$ cat src/rtl/arm_cmd_sequencer_if.sv
// Handshake and controller-side bus of the arm command sequencer.
//   Upstream side : cmd_valid/cmd_ready with cmd_op/cmd_x/cmd_y/cmd_angle, plus abort.
//   Arm side      : op_code/coord_x/coord_y/angle, busy, cmd_done, count.
// master : the upstream command source (drives commands, observes status).
// slave  : the sequencer itself.
interface arm_cmd_sequencer_if #(
    parameter int unsigned DEPTH = 4
);
    logic                     cmd_valid;
    logic                     cmd_ready;
    logic [1:0]               cmd_op;
    logic [3:0]               cmd_x;
    logic [3:0]               cmd_y;
    logic [2:0]               cmd_angle;
    logic                     abort;
    logic [1:0]               op_code;
    logic [3:0]               coord_x;
    logic [3:0]               coord_y;
    logic [2:0]               angle;
    logic                     busy;
    logic                     cmd_done;
    logic [$clog2(DEPTH):0]   count;

    modport master (
        output cmd_valid, cmd_op, cmd_x, cmd_y, cmd_angle, abort,
        input  cmd_ready, op_code, coord_x, coord_y, angle, busy, cmd_done, count
    );

    modport slave (
        input  cmd_valid, cmd_op, cmd_x, cmd_y, cmd_angle, abort,
        output cmd_ready, op_code, coord_x, coord_y, angle, busy, cmd_done, count
    );
endinterface

$ cat src/rtl/arm_cmd_sequencer.sv
// Command FIFO and sequencer feeding the robotic arm controller.
// Buffers packed {op, x, y, angle} commands and presents each one on the
// controller outputs for HOLD_CYCLES clocks, back-to-back when queued, and
// drives REST (all zero) whenever no command is active.
// Ports:
//   clk   - system clock, rising edge
//   rst_n - asynchronous active-low reset
//   bus   - arm_cmd_sequencer_if.slave (command handshake, abort, arm outputs, status)
module arm_cmd_sequencer #(
    parameter int unsigned DEPTH       = 4,
    parameter int unsigned HOLD_CYCLES = 2
) (
    input  logic               clk,
    input  logic               rst_n,
    arm_cmd_sequencer_if.slave bus
);
    localparam int unsigned PtrW  = $clog2(DEPTH);
    localparam int unsigned CntW  = PtrW + 1;
    localparam int unsigned HoldW = (HOLD_CYCLES > 1) ? $clog2(HOLD_CYCLES) : 1;
    localparam logic [HoldW-1:0] HoldLoad = HoldW'(HOLD_CYCLES - 1);
    localparam logic [CntW-1:0]  CntFull  = CntW'(DEPTH);

    typedef enum logic [0:0] {StIdle, StHold} state_e;

    logic [12:0]      mem_q [DEPTH];
    logic [PtrW-1:0]  wr_ptr_q, rd_ptr_q;
    logic [CntW-1:0]  count_q, count_d;
    state_e           state_q;
    logic [HoldW-1:0] hold_q;
    logic [1:0]       op_q;
    logic [3:0]       x_q, y_q;
    logic [2:0]       ang_q;
    logic             busy_q, done_q;

    logic        push, pop;
    logic [12:0] head;

    assign bus.cmd_ready = (count_q != CntFull) && !bus.abort;
    assign push          = bus.cmd_valid && bus.cmd_ready;
    // A pop happens whenever the output slot is free or about to free up this edge.
    assign pop  = !bus.abort && (count_q != '0) &&
                  ((state_q == StIdle) || (hold_q == '0));
    assign head = mem_q[rd_ptr_q];

    always_comb begin
        count_d = count_q;
        unique case ({push, pop})
            2'b10:   count_d = count_q + CntW'(1);
            2'b01:   count_d = count_q - CntW'(1);
            default: count_d = count_q;
        endcase
    end

    always_ff @(posedge clk) begin
        if (push) begin
            mem_q[wr_ptr_q] <= {bus.cmd_op, bus.cmd_x, bus.cmd_y, bus.cmd_angle};
        end
    end

    // Pointers are PtrW bits wide, so DEPTH being a power of two gives the wrap for free.
    always_ff @(posedge clk or negedge rst_n) begin
        if (!rst_n) begin
            wr_ptr_q <= '0;
            rd_ptr_q <= '0;
            count_q  <= '0;
        end else if (bus.abort) begin
            wr_ptr_q <= '0;
            rd_ptr_q <= '0;
            count_q  <= '0;
        end else begin
            if (push) wr_ptr_q <= wr_ptr_q + PtrW'(1);
            if (pop)  rd_ptr_q <= rd_ptr_q + PtrW'(1);
            count_q <= count_d;
        end
    end

    always_ff @(posedge clk or negedge rst_n) begin
        if (!rst_n) begin
            state_q <= StIdle;
            hold_q  <= '0;
            op_q    <= '0;
            x_q     <= '0;
            y_q     <= '0;
            ang_q   <= '0;
            busy_q  <= 1'b0;
            done_q  <= 1'b0;
        end else if (bus.abort) begin
            state_q <= StIdle;
            hold_q  <= '0;
            op_q    <= '0;
            x_q     <= '0;
            y_q     <= '0;
            ang_q   <= '0;
            busy_q  <= 1'b0;
            done_q  <= 1'b0;
        end else begin
            done_q <= 1'b0;
            unique case (state_q)
                StIdle: begin
                    if (pop) begin
                        {op_q, x_q, y_q, ang_q} <= head;
                        hold_q  <= HoldLoad;
                        busy_q  <= 1'b1;
                        state_q <= StHold;
                    end
                end
                StHold: begin
                    if (hold_q != '0) begin
                        hold_q <= hold_q - HoldW'(1);
                    end else begin
                        done_q <= 1'b1;
                        if (pop) begin
                            {op_q, x_q, y_q, ang_q} <= head;
                            hold_q <= HoldLoad;
                        end else begin
                            op_q    <= '0;
                            x_q     <= '0;
                            y_q     <= '0;
                            ang_q   <= '0;
                            busy_q  <= 1'b0;
                            state_q <= StIdle;
                        end
                    end
                end
                default: state_q <= StIdle;
            endcase
        end
    end

    assign bus.op_code  = op_q;
    assign bus.coord_x  = x_q;
    assign bus.coord_y  = y_q;
    assign bus.angle    = ang_q;
    assign bus.busy     = busy_q;
    assign bus.cmd_done = done_q;
    assign bus.count    = count_q;
endmodule

$ cat src/flat_wrapper.sv
// flat-port wrapper written by rule: the top's interface ports become plain ports
module arm_cmd_sequencer_flat 
#(
    parameter int unsigned DEPTH       = 4,
    parameter int unsigned HOLD_CYCLES = 2
)
  (clk, rst_n, bus_cmd_valid, bus_cmd_op, bus_cmd_x, bus_cmd_y, bus_cmd_angle, bus_abort, bus_cmd_ready, bus_op_code, bus_coord_x, bus_coord_y, bus_angle, bus_busy, bus_cmd_done, bus_count);
  arm_cmd_sequencer_if #(.DEPTH(DEPTH)) bus_i ();
  input  logic clk;
  input  logic rst_n;
  input wire logic [$bits(bus_i.cmd_valid)-1:0] bus_cmd_valid;
  input wire logic [$bits(bus_i.cmd_op)-1:0] bus_cmd_op;
  input wire logic [$bits(bus_i.cmd_x)-1:0] bus_cmd_x;
  input wire logic [$bits(bus_i.cmd_y)-1:0] bus_cmd_y;
  input wire logic [$bits(bus_i.cmd_angle)-1:0] bus_cmd_angle;
  input wire logic [$bits(bus_i.abort)-1:0] bus_abort;
  output wire logic [$bits(bus_i.cmd_ready)-1:0] bus_cmd_ready;
  output wire logic [$bits(bus_i.op_code)-1:0] bus_op_code;
  output wire logic [$bits(bus_i.coord_x)-1:0] bus_coord_x;
  output wire logic [$bits(bus_i.coord_y)-1:0] bus_coord_y;
  output wire logic [$bits(bus_i.angle)-1:0] bus_angle;
  output wire logic [$bits(bus_i.busy)-1:0] bus_busy;
  output wire logic [$bits(bus_i.cmd_done)-1:0] bus_cmd_done;
  output wire logic [$bits(bus_i.count)-1:0] bus_count;
  assign bus_i.cmd_valid = bus_cmd_valid;
  assign bus_i.cmd_op = bus_cmd_op;
  assign bus_i.cmd_x = bus_cmd_x;
  assign bus_i.cmd_y = bus_cmd_y;
  assign bus_i.cmd_angle = bus_cmd_angle;
  assign bus_i.abort = bus_abort;
  assign bus_cmd_ready = bus_i.cmd_ready;
  assign bus_op_code = bus_i.op_code;
  assign bus_coord_x = bus_i.coord_x;
  assign bus_coord_y = bus_i.coord_y;
  assign bus_angle = bus_i.angle;
  assign bus_busy = bus_i.busy;
  assign bus_cmd_done = bus_i.cmd_done;
  assign bus_count = bus_i.count;
  arm_cmd_sequencer #(.DEPTH(DEPTH), .HOLD_CYCLES(HOLD_CYCLES)) u_core (.clk(clk), .rst_n(rst_n), .bus(bus_i));
endmodule
$ cat config.mk
export PLATFORM = sky130hd
export DESIGN_NAME = arm_cmd_sequencer_flat
export DESIGN_NICKNAME = d
export VERILOG_FILES = /design/src/rtl/arm_cmd_sequencer_if.sv /design/src/rtl/arm_cmd_sequencer.sv /design/src/flat_wrapper.sv
export SDC_FILE = /design/constraint.sdc
export NUM_CORES = 1
export LEC_CHECK = 0
export ABC_AREA = 1
export ABC_CLOCK_PERIOD_IN_PS = 2100
export BUFFER_PORTS_ARGS = -buffer_cell sky130_fd_sc_hd__buf_4
export CORE_MARGIN = 4
export CORE_UTILIZATION = 40
export DETAILED_ROUTE_END_ITERATION = 10
export PLACE_DENSITY = 0.69
export SKIP_CTS_REPAIR_TIMING = 1
export SLEW_MARGIN = 0
export SYNTH_ARGS = -nofsm -noshare
export SYNTH_HDL_FRONTEND = slang
export SYNTH_SLANG_ARGS = --single-unit
$ cat constraint.sdc
create_clock -name clk -period 2.1 [get_ports clk]
set_input_delay 0.105 -clock clk [delete_from_list [all_inputs] [get_ports clk]]
set_output_delay 0.105 -clock clk [all_outputs]
set_load 0.01 [all_outputs]
==> results, run 1 <==
- Leaving out fill and tap cells, the most frequent cell in the layout is nand2_1.
- The critical path is of the reg -> reg type.
- The floorplan has 31 rows.
- Across all setup checks in the final design, the least slack found is approximately 0.14 ns.
- Registers take around 2200 µm².
- The aggregate routed wire length is 6.05 mm.
- The run finished with clean final reports.
- The number of clock buffers added by TritonCTS is 9.
- After clock tree synthesis, the clock-pin slew on the worst setup and hold paths is 0.08 ns.
- The sum of internal, switching and leakage power is roughly 4.8 mW.
- The number of slew-limit violations in the final report is 0.
- The largest area contributor in the synthesized netlist is edfxtp_1.
- The via count normalized by instance count is between 4 and 5.
- At the placement stage, the worst setup path has a slack of between 0.07 and 0.08 ns.
- The via count of the first global-routing pass is between 2000 and 2500.
- The maximum clock frequency is between 0.5 and 0.6 GHz.
- The worst setup path is captured at a flip-flop.
- The area of the placeable core is approximately 7400 µm².
- The fill cell instance count of the final layout is approximately 640.
- The final instance count without filler cells is ~430.
- Hold is met by ~0.045 ns.
- The die is approximately 96 µm wide.
- The synthesized cell area is just over 3000 µm².
- The area of combinational cells with multiple inputs is 838 µm².
- In the final routed layout, each cell accounts on average for around 14 µm.
- The first routing iteration left 96 violations.
- The deepest level of the CTS H-tree is 3.
- The count of pins on the block boundary is 36.
- Across the routed clock network, the largest skew measured is between 0.007 and 0.008 ns.
- Port buffering added 35 buffers.
- The share of the synthesized area in the top cell type is approximately half.
- The cell total after placement is between 300 and 400.
- After detailed routing, the number of remaining DRC violations is 0.
- The clock passes through at most 2 buffers.
- The clock period minus worst slack is just under 2 ns.
- Across the run, the number of max-cap violations was 0.
- The arrival time at the worst endpoint is ~2.2 ns.
- In the layout the commonest cells are nand2_1 (56), edfxtp_1 (52), buf_4 (43).
- The final weighted congestion in routability-driven placement is between 0.8 and 0.9.
- Compared with the post-synthesis result, the final layout area differs by 25.1%.
- The critical-path maximum fanout is 6.
- TritonCTS built the clock tree.
- After synthesis, the netlist uses 24 different library cells.
- The global route total overflow is 0.
- The proportion of layout cells with a drive suffix above 1 is about 21%.
- The startpoint type of the worst setup path is a flip-flop.
- The final count of negative-setup-slack endpoints is 0.
- The length of the first detailed-routing pass in iterations is 4.
- The largest net degree at the start of global routing is 28.
- The overall via count from detail_route is a little over 2000.
- In this run the static leakage power is around 1.6 nW.
- Headroom to the max-slew limit came out at 49.9%.
- The die covers 9240 µm².
- The number of nets in the final layout is approximately 340.
- The number of antenna diodes in the final layout is 0.
- The slew at the pin closest to its max-slew limit is ~0.75 ns.
- The number of flip-flops and latches in the synthesized netlist is 76.
- Clock tree synthesis selected as its root buffer the cell clkbuf_8.
- The number of antenna violations at the first check in global routing is 0.
- Data on the critical path is required at its endpoint by 2.34 ns.
- In the global route stage, overall resource usage came out at about 14%.
- The clock insertion delay at the later pin of the skew report is roughly 0.34 ns.
- The proportion of synthesized chip area in sequential cells is a little under 70%.
- The cell count after synthesis came out at 262.
- The HPWL after detailed placement is 3.82 mm.
- The Yosys step of the flow raised 0 warnings.
- The synthesized area per cell is between 10 and 15 µm².
- After synthesis, the cell types taking the most area are edfxtp_1 (50%), dfrtp_1 (19%), nand2_1 (6.8%).
- The starting density of the core is between 40% and 50%.
- The number of failing hold endpoints at the final stage is 0.
- The worst-case IR drop observed on VDD is a little over 0.5 mV.
- The share of the clock period used by the worst path after layout is around 93%.
- Setup repair after global routing left no endpoint under its margin.
- The die is around 96 µm tall.
- The class of the worst hold path is in -> reg.
- The net count of the mapped netlist is roughly 280.
- The number of sinks on the clock net is 76.
- Once detail routing completed, the nets flagged for antenna violations numbered 0.
- The power density over the cells is 1230 nW/µm².
- The first global-routing pass estimated approximately 9.8 mm of wire.
layer usage:
metal	vias up	part of all wire [%]	global-route usage, %
met3	8	5.5	5.08
li1	1014	-	-
met5	-	0	0
met4	0	1.5	6.40
met2	58	48	23.3
met1	984	45	17.5
synthesized netlist by cell type:
master    number
a21oi_1        2
buf_2          2
buf_4          2
buf_6          2
clkbuf_1       4
clkinv_1       1
dfrtp_1       24
edfxtp_1      52
fa_1           1
ha_1           4
inv_1         13
inv_2          2
nand2_1       56
nand2_2        3
nand2_4        3
nand3_1       12
nand3_2        1
nand3_4        2
nor2_1        31
nor2_8         1
nor3_1         1
o21ai_0       30
o22ai_1       12
xnor2_1        1
cells by family after synthesis:
family	count (synthesis)	synth area share, %
DFF	76	69.6
AOI/OAI and AO/OA	44	7.57
adders and majority gates	5	2.25
and+or+nand+nor	110	16.4
xor gates and xnor gates	1	0.282
buffers and inverters	26	3.95
metrics by stage:
stage	setup TNS, ns	area (µm²)	util [%]
floorplan	0	3110	-
global placement	0	3490	47.1
detailed placement	0	3490	47.1
CTS	-0.00706	3720	50.2
global route	0	3890	52.5
finish	0	3890	52.5
sequential cells by signal (all words and copies together) (netlist names):
signal and flops:
u_core.bus.count 3, u_core.bus.coord_x 4, u_core.bus.op_code 2, u_core.rd_ptr_q 2, u_core.bus.cmd_done 1, u_core.hold_q 1, u_core.bus.coord_y 4, u_core.bus.busy 1
u_core.mem_q 52, u_core.wr_ptr_q 2, u_core.state_q 1, u_core.bus.angle 3
report_power, final:
group | total (mW) | switching [mW] | leakage, nW | internal (mW)
clock network | 1.28 | 0.499 | 0.115 | 0.780
logic | 1.51 | 0.909 | 0.731 | 0.602
registers | 2.01 | 0.153 | 0.788 | 1.86
total | 4.80 | 1.56 | 1.63 | 3.24
path summary, 6_finish.rpt:
kind / end / slack, ns / cells after the start / startpoint
max: u_core.bus.count[2]$_DFFE_PN0P_ / 0.14 / 13 / u_core.bus.count[1]$_DFFE_PN0P_
min: u_core.bus.count[0]$_DFFE_PN0P_ / 0.04 / 4 / bus_abort
max reg2reg: u_core.bus.count[2]$_DFFE_PN0P_ / 0.14 / 13 / u_core.bus.count[1]$_DFFE_PN0P_
min reg2reg: u_core.bus.cmd_done$_DFF_PN0_ / 0.46 / 1 / u_core.hold_q$_DFFE_PN0P_
max in group asynchronous: u_core.bus.angle[2]$_DFFE_PN0P_ / 1.65 / 2 / rst_n
min in group asynchronous: u_core.bus.busy$_DFFE_PN0P_ / 0.20 / 2 / rst_n
layout make-up:
type	count	share of cell area, %
Timing Repair Buffer	58	12.2
Inverter	16	1.54
Sequential cell	76	55.6
Multi-Input combinational cell	160	21.6
Clock inverter	6	2.64
Tap cell	99	3.19
Clock buffer	10	3.28
critical path, cell delays in order, from the launching register on:
cell,delay (ns)
dfrtp_1,0.41
nor2_4,0.16
nand2_2,0.11
nand2_4,0.11
nor2_8,0.04
nand2_4,0.08
inv_1,0.06
fa_1,0.41
xnor2_2,0.20
inv_1,0.06
nand2_1,0.06
nand2_1,0.05
nand3_1,0.06
nand2_1,0.05
Power figures use the tool's default switching activity.
==> run 2: changes to the inputs <==
CTS_BUF_LIST = sky130_fd_sc_hd__clkbuf_8   (was unset)
==> run 2 against run 1 <==
  * Hold slack improved by 0.00065 ns
  * Clock skew barely moved
  * Total power fell by 0.10%
  * Clock power about the same
  * Non-clock buffer count did not move
  * Flip-flop and latch count unchanged
  * Sequential share of layout area did not move
  * Core utilization did not move
  * Highest routed layer unchanged
  * Register-to-register slack hardly changed
==> results, run 2 (synthesis gave the netlist of run 1 again) <==
- The run finished with clean final reports.
- The global route total overflow is 0 (unchanged).
- The path class of the tightest hold or removal check is in -> reg.
- Walking the worst path, the cells encountered are nor2_4 -> nand2_2 -> nand2_4 -> nor2_8 -> nand2_4 -> inv_1 -> fa_1 -> xnor2_2 -> inv_1 -> nand2_1 -> nand2_1 -> nand3_1 -> nand2_1.
- The standard-cell row count is 31 (unchanged).
- The worst-case vdd ir drop was 0.506 mV (about the same).
- The logic depth of the worst register-to-register path is 13 (unchanged).
- The final weighted congestion in routability-driven placement is 0.808 (unchanged).
- The endpoint of the lowest-slack register-to-register path is u_core.bus.count[2]$_DFFE_PN0P_.
- The total die area is 9240 µm² (unchanged).
- The standby leakage power is 1.64 nW (+0.25%).
- The half-perimeter wire length after placement is 3.82 mm (unchanged).
- The number of sinks on the clock net came to 76 (unchanged).
- The startpoint identified for the worst register-to-register timing path is u_core.bus.count[1]$_DFFE_PN0P_.
- The clock group share of total power is 26.6% (about the same).
- The area of all placed cells without fillers is 3890 µm² (unchanged).
- The required arrival time at the worst endpoint is 2.33 ns (about the same).
- The library cell used as clock root buffer is clkbuf_8.
- The aggregate routed wire length is 6.06 mm (about the same).
- The relative slew slack is 50.0% (about the same).
- The die outline width is 96.1 µm (unchanged).
- The total clock buffers created by CTS came to 9 (unchanged).
- The starting density of the core is 42.0% (unchanged).
- The area of the placeable core is 7410 µm² (unchanged).
- STA classifies the critical path startpoint as a flip-flop.
- The post-route DRC violation count is 0 (unchanged).
- The number of nets in the final layout is 343 (unchanged).
- The slew at the pin closest to its max-slew limit is 0.746 ns (-0.000692 ns).
- The overall via count from detail_route came to 2063 (-0.048%).
- The number of failing hold endpoints at the final stage was 0 (unchanged).
- The total global routing track utilization is 14.5% (unchanged).
- The TritonCTS clock tree is done.
- The number of antenna violations at the first check in global routing is 0 (unchanged).
- The category of the most critical setup path is reg -> reg.
- The flop-to-flop setup slack came to 0.14 ns (about the same).
- The most numerous cell type found on the critical path is nand2_1.
- The number of port buffers is 35 (unchanged).
- The die height is 96.1 µm (unchanged).
- The power density over the cells is 1230 nW/µm² (-0.10%).
- The via count of the first global-routing pass was 2007 (unchanged).
- The count of pins on the block boundary is 36 (unchanged).
- The hold-critical path depth is 4 (unchanged).
- The number of inserted diodes is 0 (unchanged).
- The family with the most delay on the worst path is simple AND/OR/NAND/NOR gates.
- The worst hold slack came to 0.0453 ns (+0.000651 ns).
- The max-capacitance violation count was 0 (unchanged).
- The share of the clock period used by the worst path after layout came to 93.4% (about the same).
- The deepest level of the CTS H-tree is 3 (unchanged).
- The fraction of power spent switching nets is 32.5% (+0.033 points).
- The switching component of the power was 1.56 mW (about the same).
- The worst clock skew on the final layout is 0.00744 ns (+0.00000106 ns).
- The worst setup path is captured at a flip-flop.
- The number of buffers on the longest clock path is 2 (unchanged).
- In the layout the commonest cells are nand2_1 (56), edfxtp_1 (52), buf_4 (43).
- The final routed wire length divided by cell count is 14.2 µm (about the same).
- The proportion of layout cells with a drive suffix above 1 is 21.5% (unchanged).
- The length of the first detailed-routing pass in iterations is 4 (unchanged).
- Counting flops per register, the top entry is u_core.mem_q.
- The number of antenna-violating nets in the routed design was 0 (unchanged).
- For this design, the slowest cell found on the critical path is dfrtp_1.
- The placed standard-cell area is 3490 µm² (unchanged).
- The combined buffer and inverter count along the critical path was 2 (unchanged).
- The clock period minus worst slack is 1.96 ns (-0.00000100 ns).
- The number of slew-limit violations in the final report is 0 (unchanged).
- The clock insertion delay at the later pin of the skew report is 0.34 ns (about the same).
- The delay contributed by the slowest stage of the critical path is 0.41 ns (about the same).
- The signed area change from the synthesized netlist to the final layout is 25.1% (unchanged).
- The critical-path maximum fanout is 6 (unchanged).
- The clock-pin slew on the worst setup and hold paths is 0.08 ns (about the same).
- The largest net degree at the start of global routing was 28 (unchanged).
- The relative contribution of combinational cells to total power is 31.5% (about the same).
- Setup repair after global routing left no endpoint under its margin.
- The internal power contribution was 3.23 mW (-0.15%).
- The initial DRC count came to 96 (unchanged).
- The flip-flop count of the largest register, all copies and words added is 52 (unchanged).
- The arrival time at the worst endpoint is 2.20 ns (about the same).
- The worst-case hold path end point is u_core.bus.count[0]$_DFFE_PN0P_.
- The global-route wire length before repair came to 9.81 mm (unchanged).
- The maximum clock frequency is 0.510 GHz (unchanged).
- The final count of negative-setup-slack endpoints was 0 (unchanged).
- The via count normalized by instance count is 4.85 (about the same).
- The sequential cell fraction of total power is 41.9% (about the same).
- The library cell used most frequently in the layout, excluding fill and tap cells, is nand2_1.
- The hold path startpoint is bus_abort.
[run 2: changes by cell type in the layout (fill, tap and decap cells not counted)]
cell      change
inv_1         +1
clkbuf_1      -1
[run 2: area by class of cell]
cell class | instances | area, µm²
tap | 99 | 124
multi-input combinational | 160 | 838
timing repair buffer | 58 | 473
fill | 639 | 3520
clock inverter | 7 | 106
clock buffer | 9 | 124
sequential | 76 | 2160
inverter | 16 | 60.1
[run 2: worst max path at each step]
stage	start	to	slack (ns)	depth (start not counted)
after CTS	u_core.bus.count[1]$_DFFE_PN0P_	u_core.bus.count[2]$_DFFE_PN0P_	-0.007	13
final	u_core.bus.count[1]$_DFFE_PN0P_	u_core.bus.count[2]$_DFFE_PN0P_	0.14	13
after global routing	u_core.bus.count[1]$_DFFE_PN0P_	u_core.bus.count[2]$_DFFE_PN0P_	0.008	13
after floorplan	u_core.bus.count[0]$_DFFE_PN0P_	u_core.bus.count[2]$_DFFE_PN0P_	0.16	13
after global placement	u_core.bus.count[1]$_DFFE_PN0P_	u_core.bus.count[2]$_DFFE_PN0P_	0.16	13
after detailed placement	u_core.bus.count[1]$_DFFE_PN0P_	u_core.bus.count[2]$_DFFE_PN0P_	0.07	13
[run 2: stage by stage]
stage | utilization (%) | setup TNS (ns) | cells | total power, mW | setup slack, ns
final | 52.5 | 0 | 425 | 4.80 | 0.138
after global routing | 52.5 | 0 | 425 | 5.13 | 0.00812
after CTS | 50.2 | -0.00706 | 410 | 4.79 | -0.00706
after detailed placement | 47.1 | 0 | 394 | 3.51 | 0.0716
after global placement | 47.1 | 0 | 394 | 3.47 | 0.161
after floorplan | - | 0 | 262 | 2.96 | 0.159
[run 2: power by group through the flow]
stage | Combinational (mW) | Clock (mW) | Sequential, mW
floorplan | 0.872 | 0 | 2.09
global placement | 1.45 | 0 | 2.02
detailed placement | 1.48 | 0 | 2.03
CTS | 1.49 | 1.30 | 2.00
global route | 1.71 | 1.37 | 2.05
finish | 1.51 | 1.28 | 2.01
[run 2: routing by layer]
| metal | global-route usage (%) | routed length (µm) | vias to the layer above |
|---|---|---|---|
| met5 | 0 | 0 | - |
| met4 | 6.40 | 91 | 0 |
| met3 | 5.08 | 341 | 8 |
| met2 | 23.3 | 2930 | 60 |
| met1 | 17.5 | 2690 | 981 |
| li1 | - | - | 1014 |
[run 2: worst register-to-register path: stages, from the launching register on]
cell	delay, ns
dfrtp_1	0.41
nor2_4	0.16
nand2_2	0.11
nand2_4	0.11
nor2_8	0.04
nand2_4	0.08
inv_1	0.06
fa_1	0.41
xnor2_2	0.20
inv_1	0.06
nand2_1	0.06
nand2_1	0.05
nand3_1	0.06
nand2_1	0.05
